File: src/rtl/burst_word_demux_pkg.sv
// Shared definitions for the burst word demux: default widths, FSM state
// encodings and the next-state helper used by the top level.
package burst_word_demux_pkg;

  // Default geometry, shared with the memory array.
  localparam int DATA_W_DEF = 8;
  localparam int ADDR_W_DEF = 3;
  localparam int LEN_W_DEF  = 3;

  // FSM state encodings (legacy-compatible 2-bit constants).
  localparam logic [1:0] ST_IDLE  = 2'd0;
  localparam logic [1:0] ST_BURST = 2'd1;
  localparam logic [1:0] ST_DONE  = 2'd2;

  // Next state from the current state and the two handshakes. An unused
  // encoding falls back to IDLE so a corrupted state register self-recovers.
  function automatic logic [1:0] fsm_next(
    input logic [1:0] state,
    input logic       cmd_acc,
    input logic       beat_acc,
    input logic       last_beat
  );
    logic [1:0] nxt;
    nxt = state;
    case (state)
      ST_IDLE: begin
        if (cmd_acc) begin
          nxt = ST_BURST;
        end else begin
          nxt = ST_IDLE;
        end
      end
      ST_BURST: begin
        if (beat_acc && last_beat) begin
          nxt = ST_DONE;
        end else begin
          nxt = ST_BURST;
        end
      end
      ST_DONE: begin
        nxt = ST_IDLE;
      end
      default: begin
        nxt = ST_IDLE;
      end
    endcase
    return nxt;
  endfunction

endpackage

File: src/rtl/burst_word_demux_onehot_dec.sv
// Combinational binary-to-one-hot decoder with enable. All-zero output when
// the enable is low. Also used as the read-side mux select decoder.
module burst_word_demux_onehot_dec #(
  parameter int ADDR_W = 3,
  parameter int DEPTH  = 1 << ADDR_W
) (
  input  logic              en,
  input  logic [ADDR_W-1:0] bin,
  output logic [DEPTH-1:0]  onehot
);

  // Place a single set bit at position bin when enabled.
  always_comb begin
    onehot = {DEPTH{1'b0}};
    if (en) begin
      onehot = {{(DEPTH-1){1'b0}}, 1'b1} << bin;
    end else begin
      onehot = {DEPTH{1'b0}};
    end
  end

endmodule

File: src/rtl/burst_word_demux.sv
// Burst word demux: accepts a (start address, beat count) command, then
// steers each accepted data beat to one memory word via a registered one-hot
// write-enable, auto-incrementing the address with wrap-around.
module burst_word_demux
  import burst_word_demux_pkg::*;
#(
  parameter int DATA_W = DATA_W_DEF,
  parameter int ADDR_W = ADDR_W_DEF,
  parameter int LEN_W  = LEN_W_DEF,
  parameter int DEPTH  = 1 << ADDR_W
) (
  input  logic              clk,
  input  logic              rst_n,
  input  logic              req_valid,
  output logic              req_ready,
  input  logic [ADDR_W-1:0] req_addr,
  input  logic [LEN_W-1:0]  req_len,
  input  logic              din_valid,
  output logic              din_ready,
  input  logic [DATA_W-1:0] din,
  output logic [DEPTH-1:0]  word_we,
  output logic [DATA_W-1:0] wdata,
  output logic              busy,
  output logic              done
);

  logic [1:0]        state_r;
  logic [1:0]        state_nxt_s;
  logic [ADDR_W-1:0] addr_r;
  logic [LEN_W-1:0]  cnt_r;
  logic [DEPTH-1:0]  word_we_r;
  logic [DATA_W-1:0] wdata_r;
  logic              req_ready_r;
  logic              din_ready_r;
  logic              busy_r;
  logic              done_r;
  logic              cmd_acc_s;
  logic              beat_acc_s;
  logic              last_beat_s;
  logic [DEPTH-1:0]  dec_s;

  // Handshake qualification is gated by state, so inputs seen in the wrong
  // state (req_valid mid-burst, din_valid outside BURST) have no effect.
  always_comb begin
    cmd_acc_s   = req_valid & (state_r == ST_IDLE);
    beat_acc_s  = din_valid & (state_r == ST_BURST);
    last_beat_s = (cnt_r == {LEN_W{1'b0}});
    state_nxt_s = fsm_next(state_r, cmd_acc_s, beat_acc_s, last_beat_s);
  end

  burst_word_demux_onehot_dec #(
    .ADDR_W (ADDR_W),
    .DEPTH  (DEPTH)
  ) u_dec (
    .en     (beat_acc_s),
    .bin    (addr_r),
    .onehot (dec_s)
  );

  // FSM state plus the address and remaining-beat counters.
  always_ff @(posedge clk or negedge rst_n) begin
    if (!rst_n) begin
      state_r <= ST_IDLE;
      addr_r  <= {ADDR_W{1'b0}};
      cnt_r   <= {LEN_W{1'b0}};
    end else begin
      state_r <= state_nxt_s;
      if (cmd_acc_s) begin
        addr_r <= req_addr;
        cnt_r  <= req_len;
      end else if (beat_acc_s) begin
        // Natural overflow gives the DEPTH-1 -> 0 wrap.
        addr_r <= addr_r + ADDR_W'(1);
        if (!last_beat_s) begin
          cnt_r <= cnt_r - LEN_W'(1);
        end else begin
          cnt_r <= cnt_r;
        end
      end else begin
        addr_r <= addr_r;
        cnt_r  <= cnt_r;
      end
    end
  end

  // Write-enable and write-data registers; wdata keeps its last value
  // whenever no beat is accepted.
  always_ff @(posedge clk or negedge rst_n) begin
    if (!rst_n) begin
      word_we_r <= {DEPTH{1'b0}};
      wdata_r   <= {DATA_W{1'b0}};
    end else begin
      word_we_r <= dec_s;
      if (beat_acc_s) begin
        wdata_r <= din;
      end else begin
        wdata_r <= wdata_r;
      end
    end
  end

  // Status flags registered from the next state, so each flag equals a pure
  // decode of the current state with no input-to-output combinational path.
  always_ff @(posedge clk or negedge rst_n) begin
    if (!rst_n) begin
      req_ready_r <= 1'b1;
      din_ready_r <= 1'b0;
      busy_r      <= 1'b0;
      done_r      <= 1'b0;
    end else begin
      req_ready_r <= (state_nxt_s == ST_IDLE);
      din_ready_r <= (state_nxt_s == ST_BURST);
      busy_r      <= (state_nxt_s == ST_BURST) | (state_nxt_s == ST_DONE);
      done_r      <= (state_nxt_s == ST_DONE);
    end
  end

  assign req_ready = req_ready_r;
  assign din_ready = din_ready_r;
  assign busy      = busy_r;
  assign done      = done_r;
  assign word_we   = word_we_r;
  assign wdata     = wdata_r;

endmodule

File: config.mk
export PLATFORM = sky130hd
export DESIGN_NAME = burst_word_demux
export DESIGN_NICKNAME = d
export VERILOG_FILES = /design/src/rtl/burst_word_demux_pkg.sv /design/src/rtl/burst_word_demux_onehot_dec.sv /design/src/rtl/burst_word_demux.sv
export SDC_FILE = /design/constraint.sdc
export NUM_CORES = 1
export LEC_CHECK = 0
export BUFFER_PORTS_ARGS = -buffer_cell sky130_fd_sc_hd__buf_2
export CORE_MARGIN = 2
export CORE_UTILIZATION = 54
export CTS_CLUSTER_SIZE = 16
export DETAILED_ROUTE_END_ITERATION = 16
export PLACE_DENSITY = 0.87
export SLEW_MARGIN = 10
export SYNTH_ARGS = -nofsm -noshare
export SYNTH_HDL_FRONTEND = slang
export SYNTH_SLANG_ARGS = --single-unit
File: constraint.sdc
create_clock -name clk -period 3.95 [get_ports clk]
set_input_delay 0.395 -clock clk [delete_from_list [all_inputs] [get_ports clk]]
set_output_delay 0.395 -clock clk [all_outputs]
set_load 0.01 [all_outputs]
==> results.yml, run 1 <==
die:
  ioPinCount: 38
  die_area_sq_um: 2750
  initial_utilization_pct: 57.3
  fp.dieH_um: 52.4
  core-area_sq_um: 2210
  fp-row-count: 17
  die_width_um: 52.4
timing:
  timing.slew.headroom_pct: 44.6
  fin_crit_ps: 1890
  totalNegativeSetupSlack_ps: 0
  fin_hold_ws_ps: 40.6
  unrepaired_setup_endpoints_after_global_routing: "no"
  final_hold_viol_count: 0
  min_period_over_period_pct: 47.8
  drv_slew: 0
  clock-skew-final_ps: 2.27
  worst_slew_pin_slew_ps: 830
  setup_viol: 0
  clock.fmax_ghz: 0.530
power_and_ir_drop:
  netSwitchingFraction_pct: 36.2
  p_seq_share_pct: 43.3
  p_leak_nw: 0.839
  internal-power_w: 0.000665
  p_per_area_nw_per_um2: 697
  portion_of_total_power_attributed_to_combinational_logic_pct: 38.6
  share_clk_of_total_power_pct: 18.1
  peakVddDrop_v: 0.000371
  total_switching_power_w: 0.000378
logic_synthesis:
  post_synth_num_cell_types: 31
  synth_top_family_by_area: "simple AND/OR/NAND/NOR gates"
  synth_area_leaders: "sky130_fd_sc_hd__dfrtp_1 53%, sky130_fd_sc_hd__ha_1 11%, sky130_fd_sc_hd__nand2_1 7.7%, sky130_fd_sc_hd__and3_1 3.0%, sky130_fd_sc_hd__inv_1 2.4%"
  synth-compound-area-share_pct: 8.79
  yosys-mux-area-fraction_pct: 0
  synthFlopType: "sky130_fd_sc_hd__dfrtp_1"
  post_synth_inst_count: 111
  synth_edf_count: 0
  yosysMostFrequentCell: "sky130_fd_sc_hd__dfrtp_1"
  synthesis.area_sq_um: 1270
  synth_async_sr_flop_share_pct: 100
  synth_warnings: 0
  synthAdderAreaFrac_pct: 10.9
  synth_top_area_share_pct: 53.3
  yosys.area_share.simple_pct: 18.5
  synth-xor-area-share_pct: 0.691
  synth_nets: 140
  ys_ff_latch: 28
  ys_top_cells_by_count: "27 x sky130_fd_sc_hd__dfrtp_1, 26 x sky130_fd_sc_hd__nand2_1, 11 x sky130_fd_sc_hd__ha_1"
  syn_area_per_cell_sq_um: 11.4
  yosys.area.top_type: "sky130_fd_sc_hd__dfrtp_1"
  yosysSeqAreaShare_pct: 55.4
status:
  status: "complete, no violations"
placed_design:
  gpl.final_weighted_congestion: 0.719
  placed_cell_area_sq_um: 1440
  place_inst: 172
  buffer_ports.inserted: 37
  dp.final_hpwl_um: 1750
global_route:
  antenna_found_initial: 0
  global_route.overflow_total: 0
  via_count_of_the_first_global_routing_pass: 894
  grt_start_max_net_pins: 29
  groute.usage.overall_pct: 19.6
  grt_first_pass_wirelength_um: 3810
critical_path:
  r2r_end: "busy$_DFF_PN0_"
  crit_arrival_ps: 2130
  critical_path.startpoint_type: "flop"
  count_of_cells_along_the_worst_register_to_register_path: 3
  timing.reg2reg.setup_slack_ps: 2060
  worst_r2r_startpoint: "state_r[1]$_DFF_PN0_"
  worst-endpoint-required_ps: 4190
  crit_fanout: 23
  critical_path.endpoint_type: "flop"
  timing.setup.critical_path_class: "flop to flop"
layout:
  layout.nets: 178
  fin_cells: 176
  flow.area_growth_from_synthesis_pct: 18.1
  final_area_sq_um: 1500
  drive_gt1_share_pct: 32.4
  antennaDiodeCount: 0
route:
  dr.pass1.iters: 3
  via_per_inst: 5.12
  route.final.wire_length_um: 2300
  route.antenna.remaining_nets: 0
  post-route-drc-count: 0
  number_of_vias_in_the_routed_layout: 901
  drt_iter0_markers: 10
  wl_per_cell_um: 13.1
clock_tree:
  tritoncts: "done"
  post-cts-setup-buffer-count: 0
  clk_latency_ps: 330
  cts_resized: 0
  postCtsHoldBufs: 0
  cts-root-to-sink-buffers: 2
  h-tree-depth: 1
  tritoncts_num_sinks: 28
  tritoncts.num_buffers: 3
  cts-root-buf: "sky130_fd_sc_hd__clkbuf_4"
  clk_pin_slew_ps: 150
job:
  maxCapViolCount: 0
hold_path:
  min-delay-path-class: "input pin to asynchronous set/reset pin"
==> power groups by stage <==
stage          Combinational, W  Sequential [W]  Clock [W]
2_1_floorplan          0.000261        0.000484          0
3_3_place_gp           0.000382        0.000452          0
6_report               0.000403        0.000452   0.000188
5_1_grt                0.000458        0.000466   0.000204
3_5_place_dp           0.000409        0.000459          0
4_1_cts                0.000410        0.000454   0.000193
==> kinds of logic (layout without fill, tap and decap cells) <==
logic type | after synthesis | after routing
buffers and inverters | 12 | 49
AO/OA/AOI/OAI | 13 | 13
flip-flops | 28 | 28
XOR/XNOR | 1 | 1
adder cells (fa/ha/maj) | 11 | 11
AND/OR/NAND/NOR | 46 | 46
==> layout by cell type (no fill, tap or decap), types with 2 or more instances in the layout <==
master,synthesis,routed
sky130_fd_sc_hd__inv_1,8,8
sky130_fd_sc_hd__a31oi_1,2,2
sky130_fd_sc_hd__and3_1,6,6
sky130_fd_sc_hd__o21ai_0,3,3
sky130_fd_sc_hd__and2_1,2,2
sky130_fd_sc_hd__nor2_1,4,4
sky130_fd_sc_hd__clkbuf_4,0,3
sky130_fd_sc_hd__buf_2,1,37
sky130_fd_sc_hd__ha_1,11,11
sky130_fd_sc_hd__nand2_1,26,26
sky130_fd_sc_hd__dfrtp_1,27,27
==> worst max-delay path by stage <==
stage | start | end | slack (ps) | depth (start not counted)
after detailed placement | din_valid | busy$_DFF_PN0_ | 2060 | 4
after global placement | din_valid | busy$_DFF_PN0_ | 2130 | 4
after CTS | state_r[1]$_DFF_PN0_ | busy$_DFF_PN0_ | 2050 | 3
final | state_r[1]$_DFF_PN0_ | busy$_DFF_PN0_ | 2060 | 3
after global routing | state_r[1]$_DFF_PN0_ | busy$_DFF_PN0_ | 1930 | 3
after floorplan | cnt_r[0]$_DFFE_PN0P_ | busy$_DFF_PN0_ | 2420 | 5
==> per-stage QoR <==
stage	total power [W]	util, %	setup WS (ps)
2_1_floorplan	0.000745	-	2420
3_3_place_gp	0.000833	65.3	2130
3_5_place_dp	0.000868	65.3	2060
4_1_cts	0.00106	67.6	2050
5_1_grt	0.00113	67.6	1930
6_report	0.00104	67.6	2060
==> per-layer routing <==
| metal | track usage (%) | vias up | share of wire, % |
|---|---|---|---|
| met3 | 4.00 | 7 | 5.0 |
| met1 | 22.2 | 429 | 40 |
| li1 | - | 440 | - |
| met2 | 34.4 | 25 | 52 |
| met5 | 0 | - | 0 |
| met4 | 10.3 | 0 | 2.6 |
==> worst max-delay path, cell delays in order, from the launching register on <==
cell	delay (ps)
sky130_fd_sc_hd__dfrtp_1	460
sky130_fd_sc_hd__and3b_1	790
sky130_fd_sc_hd__nand2_1	210
sky130_fd_sc_hd__ha_1	330
==> final cells by class <==
class                      instances  area (sq um)
fill                             180           716
sequential                        28           702
multi-input combinational         71           492
timing repair buffer              37           185
tap                               28          35.0
clock inverter                     1          30.0
inverter                           8          30.0
clock buffer                       3          22.5
==> flip-flops by register name (all words and copies together), names as in the netlist <==
| register | flops |
|---|---|
| addr_r | 3 |
| busy | 1 |
| cnt_r | 3 |
| din_ready | 1 |
| done | 1 |
| req_ready | 1 |
| state_r | 2 |
| wdata | 8 |
| word_we | 8 |
(Power assumes the default switching activity.)
==> inputs of run 2 (changes only) <==
--- a/config.mk
+++ b/config.mk
@@ -7,10 +7,10 @@
 export LEC_CHECK = 0
 export BUFFER_PORTS_ARGS = -buffer_cell sky130_fd_sc_hd__buf_2
 export CORE_MARGIN = 2
-export CORE_UTILIZATION = 54
+export CORE_UTILIZATION = 45
 export CTS_CLUSTER_SIZE = 16
 export DETAILED_ROUTE_END_ITERATION = 16
-export PLACE_DENSITY = 0.87
+export PLACE_DENSITY = 0.78
 export SLEW_MARGIN = 10
 export SYNTH_ARGS = -nofsm -noshare
 export SYNTH_HDL_FRONTEND = slang
==> constraint.sdc (replaced) <==
create_clock -name clk -period 1.5 [get_ports clk]
set_input_delay 0.15 -clock clk [delete_from_list [all_inputs] [get_ports clk]]
set_output_delay 0.15 -clock clk [all_outputs]
set_load 0.01 [all_outputs]
==> run 2 against run 1 <==
Global-route usage decreased by 2.8 points. Count of clock-buffer cells in the layout did not move. Cell area grew 9.8%. Via count rose by 5.4%. Clock power rose to 2.6 times the previous value. Total power rose to 2.8 times the previous value.
==> results.yml, run 2 (same netlist as run 1, synthesis figures left out) <==
route:
  via_per_inst: 4.92
  wl_per_cell_um: 12.8
  dr.pass1.iters: 4
  route.final.wire_length_um: 2470
  drt_iter0_markers: 14
  post-route-drc-count: 0
  number_of_vias_in_the_routed_layout: 950
  route.antenna.remaining_nets: 0
die:
  ioPinCount: 38
  core-area_sq_um: 2710
  fp.dieH_um: 57.1
  die_area_sq_um: 3260
  fp-row-count: 19
  die_width_um: 57.1
  initial_utilization_pct: 46.8
status:
  status: "complete, no violations"
power_and_ir_drop:
  p_per_area_nw_per_um2: 1780
  p_leak_nw: 0.904
  portion_of_total_power_attributed_to_combinational_logic_pct: 41.8
  total_switching_power_w: 0.00105
  internal-power_w: 0.00187
  netSwitchingFraction_pct: 35.8
  peakVddDrop_v: 0.00104
  share_clk_of_total_power_pct: 16.9
  p_seq_share_pct: 41.3
layout:
  layout.nets: 192
  antennaDiodeCount: 0
  most_used_cells_in_the_layout_excluding_fill_and_tap_cells: "37 x sky130_fd_sc_hd__buf_2, 27 x sky130_fd_sc_hd__dfrtp_1, 26 x sky130_fd_sc_hd__nand2_1"
  fin_cells: 193
  mostFrequentLayoutCell: "sky130_fd_sc_hd__buf_2"
  drive_gt1_share_pct: 36.4
  flow.area_growth_from_synthesis_pct: 29.6
  final_core_util_pct: 60.6
global_route:
  antenna_found_initial: 0
  groute.usage.overall_pct: 16.8
  via_count_of_the_first_global_routing_pass: 957
  grt_first_pass_wirelength_um: 4220
  global_route.overflow_total: 0
  grt_start_max_net_pins: 29
timing:
  drv_slew: 0
  min_period_over_period_pct: 96.8
  worst_slew_pin_slew_ps: 603
  fin_crit_ps: 1450
  setup_viol: 0
  unrepaired_setup_endpoints_after_global_routing: "yes"
  timing.slew.headroom_pct: 59.8
  fin_ws_ps: 47.3
  final_hold_viol_count: 0
  clock.fmax_ghz: 0.688
  clock-skew-final_ps: 2.84
placed_design:
  buffer_ports.inserted: 37
  gpl.final_weighted_congestion: 0.722
  preCtsSetupSlack_ps: -25.7
  place_inst: 181
  dp.final_hpwl_um: 1770
clock_tree:
  tritoncts: "done"
  h-tree-depth: 1
  tritoncts_num_sinks: 28
  cts-root-buf: "sky130_fd_sc_hd__clkbuf_4"
  tritoncts.num_buffers: 3
  clk_pin_slew_ps: 150
  cts-root-to-sink-buffers: 2
  clk_latency_ps: 330
critical_path:
  crit_fanout: 4
  worst_r2r_startpoint: "cnt_r[0]$_DFFE_PN0P_"
  worst-endpoint-required_ps: 1730
  timing.setup.critical_path_class: "flop to flop"
  count_of_cells_along_the_worst_register_to_register_path: 5
  critical_path.startpoint_type: "flop"
  timing.critical_path.from: "cnt_r[0]$_DFFE_PN0P_"
  critical_path.endpoint_type: "flop"
  crit_arrival_ps: 1690
hold_path:
  hold_depth: 3
  holdCritStartpoint: "din[5]"
  min-delay-path-class: "input pin to flop"
job:
  maxCapViolCount: 0
run 2: cell count changes in the layout (fill, tap and decap cells not counted), sizes merged:
cell / delta
dlygate4sd3: +7
buf: +7
run 2: per-stage QoR:
stage	setup TNS (ps)	power [W]	hold slack (ps)	instance area, sq um
3_5_place_dp	-43.2	0.00235	199	1490
3_3_place_gp	0	0.00228	185	1490
4_1_cts	0	0.00293	1.06	1630
5_1_grt	-8.07	0.00316	9.00	1640
6_report	0	0.00292	19.7	1640
2_1_floorplan	0	0.00196	-146	1270
run 2: path summary, 6_finish.rpt:
kind,to,slack [ps]
max reg2reg,busy$_DFF_PN0_,50
max in group asynchronous,state_r[0]$_DFF_PN0_,770
min in group asynchronous,word_we[2]$_DFF_PN0_,340
max,busy$_DFF_PN0_,50
min reg2reg,wdata[0]$_DFFE_PN0P_,490
min,wdata[5]$_DFFE_PN0P_,20
run 2: routing by layer:
layer,track usage [%],up-vias,share of wire (%)
met2,29.9,25,53
met3,2.72,2,5.5
met5,0,-,0
met4,4.98,0,0.93
met1,21.1,455,41
li1,-,468,-
run 2: final cells by class:
cell class	instances	area (sq um)
fill	246	1070
timing repair buffer	51	308
multi-input combinational	71	512
clock buffer	3	22.5
sequential	28	702
clock inverter	1	30.0
inverter	8	30.0
tap	31	38.8
run 2: critical path, stage by stage (launching register included):
cell and delay (ps):
sky130_fd_sc_hd__dfrtp_1 380, sky130_fd_sc_hd__inv_2 60, sky130_fd_sc_hd__ha_4 150, sky130_fd_sc_hd__nor2b_4 130, sky130_fd_sc_hd__a311o_1 350, sky130_fd_sc_hd__ha_1 280
run 2: power groups by stage:
stage	Clock [W]	Sequential [W]	Combinational (W)
6_report	0.000493	0.00121	0.00122
2_1_floorplan	0	0.00128	0.000687
3_3_place_gp	0	0.00120	0.00108
4_1_cts	0.000510	0.00120	0.00122
5_1_grt	0.000545	0.00125	0.00137
3_5_place_dp	0	0.00121	0.00114
run 2: repair_timing:
item / CTS / global route
gates resized for setup: 5 / 1
endpoints found under the hold margin: 32 / 1
endpoints found under the setup margin: 2 / 2
pin swaps: 2 / 1
hold buffers: 6 / 1
setup buffers: 1 / 0
==> inputs of run 3 (changes only) <==
--- a/config.mk
+++ b/config.mk
@@ -7,10 +7,10 @@
 export LEC_CHECK = 0
 export BUFFER_PORTS_ARGS = -buffer_cell sky130_fd_sc_hd__buf_2
 export CORE_MARGIN = 2
-export CORE_UTILIZATION = 45
+export CORE_UTILIZATION = 50
 export CTS_CLUSTER_SIZE = 16
 export DETAILED_ROUTE_END_ITERATION = 16
-export PLACE_DENSITY = 0.78
+export PLACE_DENSITY = 0.82
 export SLEW_MARGIN = 10
 export SYNTH_ARGS = -nofsm -noshare
 export SYNTH_HDL_FRONTEND = slang
==> constraint.sdc (replaced) <==
create_clock -name clk -period 1.4 [get_ports clk]
set_input_delay 0.14 -clock clk [delete_from_list [all_inputs] [get_ports clk]]
set_output_delay 0.14 -clock clk [all_outputs]
set_load 0.01 [all_outputs]
==> run 3 against run 2 <==
The flow now finishes with violations (setup timing). Total power is 8.0% higher. Sequential share of layout area is 0.46 points higher. Final cell count fell by 1.6%. Via count is 0.63% lower. Core utilization increased by 6.2 points. Clock skew decreased by 0.95 ps. Hold slack worse by 9.4 ps. Die area down 9.3%. Count of clock-buffer cells in the layout unchanged. First-iteration DRC count down 71%. Critical endpoint unchanged. Highest routed layer unchanged.
==> results.yml, run 3 (same netlist as run 1, synthesis figures left out) <==
timing:
  unrepaired_setup_endpoints_after_global_routing: "yes"
  fin_hold_ws_ps: 10.3
  timing.slew.headroom_pct: 59.9
  clock-skew-final_ps: 1.89
  min_period_over_period_pct: 105
  clock.fmax_ghz: 0.681
  setup_viol: 1
  drv_slew: 0
  final_hold_viol_count: 0
  fin_ws_ps: -67.5
  worst_slew_pin_slew_ps: 601
  fin_crit_ps: 1470
global_route:
  groute.usage.overall_pct: 17.6
  via_count_of_the_first_global_routing_pass: 906
  antenna_found_initial: 0
  grt_start_max_net_pins: 29
  global_route.overflow_total: 0
  grt_first_pass_wirelength_um: 3740
placed_design:
  gpl.final_weighted_congestion: 0.817
  dp.final_hpwl_um: 1780
  buffer_ports.inserted: 37
  placed_cell_area_sq_um: 1520
layout:
  most_used_cells_in_the_layout_excluding_fill_and_tap_cells: "37 x sky130_fd_sc_hd__buf_2, 27 x sky130_fd_sc_hd__dfrtp_1, 26 x sky130_fd_sc_hd__nand2_1"
  final_area_sq_um: 1630
  mostFrequentLayoutCell: "sky130_fd_sc_hd__buf_2"
  layout.nets: 190
  antennaDiodeCount: 0
  final_core_util_pct: 66.8
  flow.area_growth_from_synthesis_pct: 28.2
  drive_gt1_share_pct: 38.8
route:
  dr.pass1.iters: 4
  via_per_inst: 4.97
  route.final.wire_length_um: 2340
  wl_per_cell_um: 12.3
  post-route-drc-count: 0
  drt_iter0_markers: 4
  number_of_vias_in_the_routed_layout: 944
  route.antenna.remaining_nets: 0
clock_tree:
  cts-root-buf: "sky130_fd_sc_hd__clkbuf_4"
  tritoncts: "done"
  tritoncts_num_sinks: 28
  cts-root-to-sink-buffers: 2
  tritoncts.num_buffers: 3
  clk_latency_ps: 310
  h-tree-depth: 1
  clk_pin_slew_ps: 140
power_and_ir_drop:
  total_switching_power_w: 0.00111
  portion_of_total_power_attributed_to_combinational_logic_pct: 42.9
  p_seq_share_pct: 40.7
  internal-power_w: 0.00204
  share_clk_of_total_power_pct: 16.3
  netSwitchingFraction_pct: 35.2
  p_per_area_nw_per_um2: 1940
  report.power.total_w: 0.00315
  p_leak_nw: 0.896
  peakVddDrop_v: 0.00122
critical_path:
  timing.setup.critical_path_class: "flop to flop"
  timing.reg2reg.setup_slack_ps: -70
  worst_r2r_startpoint: "cnt_r[0]$_DFFE_PN0P_"
  r2r_end: "busy$_DFF_PN0_"
  crit_fanout: 4
  critical_path.endpoint_type: "flop"
  timing.critical_path.from: "cnt_r[0]$_DFFE_PN0P_"
  critPathTopFamily: "adder cells"
  cpPeakStageDelay_ps: 390
  critical_path.cell_chain: "inv_2, ha_4, nor2b_4, a311o_1, ha_2"
  critical_path.startpoint_type: "flop"
  worst-endpoint-required_ps: 1670
  cp.buffers_inverters: 1
  crit_arrival_ps: 1740
  critical_path.endpoint: "busy$_DFF_PN0_"
  critical_path_depth: 5
  critical-path-slowest-cell: "sky130_fd_sc_hd__dfrtp_1"
  count_of_cells_along_the_worst_register_to_register_path: 5
die:
  ioPinCount: 38
  core-area_sq_um: 2430
  fp-row-count: 18
  initial_utilization_pct: 52.1
  die_area_sq_um: 2950
  die_width_um: 54.4
  fp.dieH_um: 54.4
status:
  status: "complete, but fails checks"
  violations_in_the_final_reports: "setup timing"
job:
  maxCapViolCount: 0
hold_path:
  min-delay-path-class: "input pin to flop"
## run 3: cell types whose count changed in the layout (fill, tap and decap cells not counted), sizes merged
| cell | previous run | this run |
|---|---|---|
| dlygate4sd3 | 7 | 3 |
| buf | 44 | 46 |
## run 3: power groups by stage
stage,sequential (W),combinational [W],clock (W)
after floorplan,0.00138,0.000778,0
after global placement,0.00129,0.00123,0
after detailed placement,0.00130,0.00131,0
after CTS,0.00129,0.00132,0.000532
after global routing,0.00133,0.00152,0.000557
final,0.00128,0.00135,0.000515
## run 3: what timing repair did
item	CTS	global route
resized for setup	0	3
endpoints found under the hold margin	28	1
hold buffers	2	1
setup buffers	0	2
endpoints found under the setup margin	1	6
## run 3: worst min-delay path by stage
stage	start	end	slack, ps	depth (start not counted)
floorplan	rst_n	addr_r[0]$_DFFE_PN0P_	-160	0
global placement	rst_n	word_we[7]$_DFF_PN0_	170	1
detailed placement	rst_n	word_we[2]$_DFF_PN0_	180	1
CTS	din[3]	wdata[3]$_DFFE_PN0P_	0.7	3
global route	din[5]	wdata[5]$_DFFE_PN0P_	2	3
finish	din[3]	wdata[3]$_DFFE_PN0P_	10	3
## run 3: per-layer routing
layer / vias to the layer above / global-route usage [%] / part of all wire, %
met4: 0 / 4.58 / 0.43
met2: 23 / 33.1 / 54
li1: 462 / - / -
met3: 2 / 3.01 / 4.7
met5: - / 0 / 0
met1: 457 / 20.4 / 41
## run 3: area by class of cell
type | count | area (sq um)
Clock buffer | 3 | 22.5
Clock inverter | 1 | 30.0
Fill cell | 192 | 807
Inverter | 8 | 30.0
Multi-Input combinational cell | 71 | 517
Sequential cell | 28 | 702
Tap cell | 30 | 37.5
Timing Repair Buffer | 49 | 287
## run 3: per-stage QoR
stage               worst slack (ps)  std cells  TNS, ps
finish                         -67.5        190    -67.5
global route                    -140        190     -285
floorplan                       2.03        111        0
detailed placement             -66.7        181    -66.7
global placement               -7.06        181    -7.06
CTS                            -81.9        187    -81.9
## run 3: tightest hold or removal path: cells and delay by family
kind	cells	cell delay, ps
buffers and inverters	1	80
and+or+nand+nor	2	90
